`src/rtl/fn_sw.sv`:
```
// -----------------------------------------------------------------------------
// fn_sw : function-switch datapath cell
//
// Selects between bitwise AND and bitwise XOR of two operands. The result is
// available combinationally on y, and as a registered, valid-qualified copy on
// y_q with a registered all-zeros flag, so the cell can sit either inside a
// combinational path or at a pipeline stage boundary.
//
// Parameters
//   WIDTH      operand / result width in bits (1..64)
//
// Ports
//   clk        in   1      rising-edge clock
//   rst_n      in   1      asynchronous assert, active-low reset
//   a          in   WIDTH  operand A
//   b          in   WIDTH  operand B
//   sel        in   1      function select: 1 = AND, 0 = XOR
//   in_valid   in   1      qualifies a/b/sel for the registered path
//   y          out  WIDTH  combinational result
//   y_q        out  WIDTH  registered result (holds when in_valid is low)
//   y_zero     out  1      registered flag, 1 when y_q is all zeros
//   out_valid  out  1      registered, 1 when y_q holds a fresh result
// -----------------------------------------------------------------------------
module fn_sw #(
    parameter int WIDTH = 1
) (
    input  logic             clk,
    input  logic             rst_n,
    input  logic [WIDTH-1:0] a,
    input  logic [WIDTH-1:0] b,
    input  logic             sel,
    input  logic             in_valid,
    output logic [WIDTH-1:0] y,
    output logic [WIDTH-1:0] y_q,
    output logic             y_zero,
    output logic             out_valid
);

    // Bitwise function switch; an unknown select propagates as X in simulation.
    function automatic logic [WIDTH-1:0] f_switch(
        input logic [WIDTH-1:0] fa,
        input logic [WIDTH-1:0] fb,
        input logic             fsel
    );
        return fsel ? (fa & fb) : (fa ^ fb);
    endfunction

    function automatic logic f_is_zero(input logic [WIDTH-1:0] fv);
        return (fv == '0);
    endfunction

    logic [WIDTH-1:0] w_y_p0;
    logic             w_zero_p0;

    logic [WIDTH-1:0] r_y_p1;
    logic             r_zero_p1;
    logic             r_vld_p1;

    assign w_y_p0    = f_switch(a, b, sel);
    assign w_zero_p0 = f_is_zero(w_y_p0);

    // ---- stage p0 -> p1 ----
    // Data registers are reset too: the reset value of y_q/y_zero is visible.
    // While in_valid is low the data holds and only the valid flag drops.
    always_ff @(posedge clk or negedge rst_n) begin
        if (!rst_n) begin
            r_y_p1    <= '0;
            r_zero_p1 <= 1'b1;
            r_vld_p1  <= 1'b0;
        end else begin
            r_vld_p1 <= in_valid;
            if (in_valid) begin
                r_y_p1    <= w_y_p0;
                r_zero_p1 <= w_zero_p0;
            end
        end
    end

    assign y         = w_y_p0;
    assign y_q       = r_y_p1;
    assign y_zero    = r_zero_p1;
    assign out_valid = r_vld_p1;

endmodule

```
`config.mk`:
```
export PLATFORM = sky130hd
export DESIGN_NAME = fn_sw
export DESIGN_NICKNAME = d
export VERILOG_FILES = /design/src/rtl/fn_sw.sv
export SDC_FILE = /design/constraint.sdc
export NUM_CORES = 1
export LEC_CHECK = 0
export ABC_CLOCK_PERIOD_IN_PS = 1000
export CORE_AREA = 2 2 39 41
export CTS_CLUSTER_SIZE = 20
export DETAILED_ROUTE_END_ITERATION = 12
export DIE_AREA = 0 0 41 43
export HOLD_SLACK_MARGIN = 0.05
export PLACE_DENSITY = 0.37
export SYNTH_ARGS = -nofsm -noshare
export SYNTH_HDL_FRONTEND = slang
export SYNTH_SLANG_ARGS = --single-unit
```
`constraint.sdc`:
```
create_clock -name clk -period 1 [get_ports clk]
set_clock_uncertainty 0.1 [all_clocks]
set_input_delay 0.2 -clock clk [delete_from_list [all_inputs] [get_ports clk]]
set_output_delay 0.2 -clock clk [all_outputs]
set_load 0.05 [all_outputs]
```
==> impl_metrics.csv <==
group,metric,value,unit
worst_setup_path,crit_chain,"buf_8, ha_4, mux2_4, buf_8",
synth,synth_edf_count,0,
synth,syn_avg_cell_area,17.0,um^2
worst_setup_path,crit_slowest_cell,"mux2_4",
grt,grt_util_all_layers,0.0592,
synth,syn_nets,17,
pwr,vdd_drop_max,0.375,mV
floorplan,start_util,0.110,
layout,drive_gt1_frac,0.667,
worst_setup_path,arrival,0.96,ns
synth,async_reset_ff_frac,1.00,
worst_setup_path,end_kind,"output pin",
placement,place_area,314,um^2
floorplan,die_h,43,um
layout,syn_to_final_growth,156,%
layout,final_area,390,um^2
synth,netlist_area,153,um^2
detailed_routing,finalWirelength,396,um
synth,synthMuxAreaShare,0.336,
timing,slew_violations,0,
worst_setup_path,cp_top_family,"multiplexers",
placement,place.gp.congestion,0.511,
grt,overflow,0,
timing,hold_viol_final,0,
placement,dp.cells,35,
pwr,cellLeakagePower,0.199,nW
clocking,clkSinkCount,3,
timing,max_freq,0.793,GHz
timing,hold_ws,0.0966,ns
timing,worst_pin_slew,0.178,ns
grt,antenna_found_initial,0,
worst_setup_path,cpMostUsedCell,"buf_8",
worst_setup_path,crit_fanout,2,
floorplan,num_rows,14,
clocking,cts_buffers,3,
synth,yosys.area_share.simple,0,
clocking,root_buffer,"clkbuf_4",
synth,synth_commonest_cells,"dfrtp_1 (2), ha_1 (2), mux2_4 (2)",
synth,synth_top_family_by_area,"multiplexers",
grt,grt_pass1_wl,607,um
synth,ys_seq_area_frac,0.500,
clocking,clock_path_buffers,2,
layout,diodes,0,
timing,rsz0062_at_grt,"yes",
detailed_routing,wl_met2,218,um
worst_setup_path,worst-path-buf-inv,2,
layout,finalNonFillerCells,43,
floorplan,io_pins,10,
detailed_routing,vias_per_cell,3.33,
placement,io_buffer_count,9,
synth,synthXorXnorAreaFrac,0,
timing,period_needed,1.26,ns
synth,synth_flop_cell,"dfrtp_1",
grt,grt_max_degree,4,
synth,synthAdderAreaFrac,0.164,
synth,netlist.area_leader.share,0.328,
floorplan,die_w,41,um
detailed_routing,wl_met1,104,um
worst_setup_path,start_kind,"primary input",
detailed_routing,drc_errors,0,
timing,setup_viol,5,
detailed_routing,ant_nets,0,
placement,post-place-ws,-0.725,ns
flow_run,cap_violations,0,
detailed_routing,drt_pass1_iterations,2,
synth,synth_cell_type_count,6,
synth,syn_inst,9,
outcome,status,"complete, but fails checks",
clocking,clkLatencyLatePin,0.23,ns
layout,nets,36,
layout,fillers,144,
timing,maxSlewHeadroom,0.881,
outcome,violations,"negative setup slack",
synth,yosys_register_bits,3,
floorplan,die_area,1760,um^2
worst_setup_path,cpPeakStageDelay,0.28,ns
grt,grt_pass1_vias,177,
worst_setup_path,crit_required,0.70,ns
pwr,powerDensity,1560,nW/um^2
timing,layout_setup_ws,-0.261,ns
detailed_routing,met3_length,72,um
worst_setup_path,worstSetupPathType,"in -> out",
synth,synth-compound-area-share,0,
hold_path,worstHoldPathType,"in -> reg",
detailed_routing,top_layer,"met3",
clocking,cts_tree,"yes",
detailed_routing,dr_total_vias,143,
synth,synth.largest_area_cell,"dfrtp_1",
timing,period_share,1.26,
synth,ys_warn_count,0,
clocking,path_clk_slew,0.04,ns
clocking,htreeDepth,1,
layout,fin_util,0.282,
synth,synth.area.top_cells,"dfrtp_1 (33%), mux2_4 (20%), dfstp_2 (17%)",
detailed_routing,routedWlPerCell,9.21,um
detailed_routing,first_iter_violations,4,
floorplan,core-area,1380,um^2
==> final timing paths <==
kind / startpoint / to / slack [ns] / cells after the start
max in group asynchronous: rst_n / y_q / 0.39 / 2
max reg2reg: y_q / y_q / -0.01 / 2
min in group asynchronous: rst_n / y_zero / 0.21 / 1
min: in_valid / out_valid / 0.1 / 1
min reg2reg: y_q / y_q / 0.56 / 2
max: b / y / -0.26 / 4
==> where the power goes <==
part           switching [mW]  leakage [nW]  internal, mW
Combinational           0.102         0.150         0.137
Clock                  0.0642        0.0150         0.150
Sequential             0.0141        0.0345         0.141
==> layout by cell type (no fill, tap or decap) <==
cell             n
buf_4            4
mux2_4           3
clkbuf_4         3
buf_12           3
buf_8            2
dfrtp_1          2
mux2i_1          1
ha_4             1
ha_1             1
clkbuf_1         1
dlymetal6s4s_1   1
buf_6            1
dlymetal6s2s_1   1
clkdlybuf4s50_1  1
dlygate4sd2_1    1
dfstp_2          1
==> logic make-up (layout without fill, tap and decap cells) <==
family | after synthesis | count (layout)
buffers and inverters | 0 | 18
flip-flops | 3 | 3
adder cells (fa/ha/maj) | 2 | 2
multiplexers | 4 | 4
==> layout make-up <==
cell class                      instances  area [um^2]  area share
Multi-Input combinational cell          6         92.6       0.237
Timing Repair Buffer                   14          175       0.449
Clock buffer                            4         26.3      0.0673
Sequential cell                         3         76.3       0.196
Tap cell                               16         20.0      0.0513
==> registers in the layout (all words and copies together) (netlist names) <==
signal / cells
out_valid: 1
y_q: 1
y_zero: 1
==> metal layers <==
layer / vias up / track usage
li1: 67 / -
met1: 66 / 0.0354
met2: 10 / 0.0938
met3: 0 / 0.0314
met4: 0 / 0.0800
met5: - / 0
==> metrics by stage <==
| stage | power [mW] | TNS [ns] |
|---|---|---|
| floorplan | 0.253 | -0.346 |
| global placement | 0.360 | -1.86 |
| detailed placement | 0.363 | -1.90 |
| CTS | 0.622 | -0.829 |
| global route | 0.639 | -0.885 |
| finish | 0.608 | -0.803 |
==> what timing repair did <==
| action | CTS | global route |
|---|---|---|
| hold buffers | 1 | 0 |
| endpoints found under the hold margin | 2 | 0 |
| endpoints found under the setup margin | 6 | 8 |
| pin swaps | 1 | 0 |
| gates resized for setup | 16 | 2 |
| setup buffers | 3 | 0 |
No activity file was read; power rests on OpenSTA's default activity.
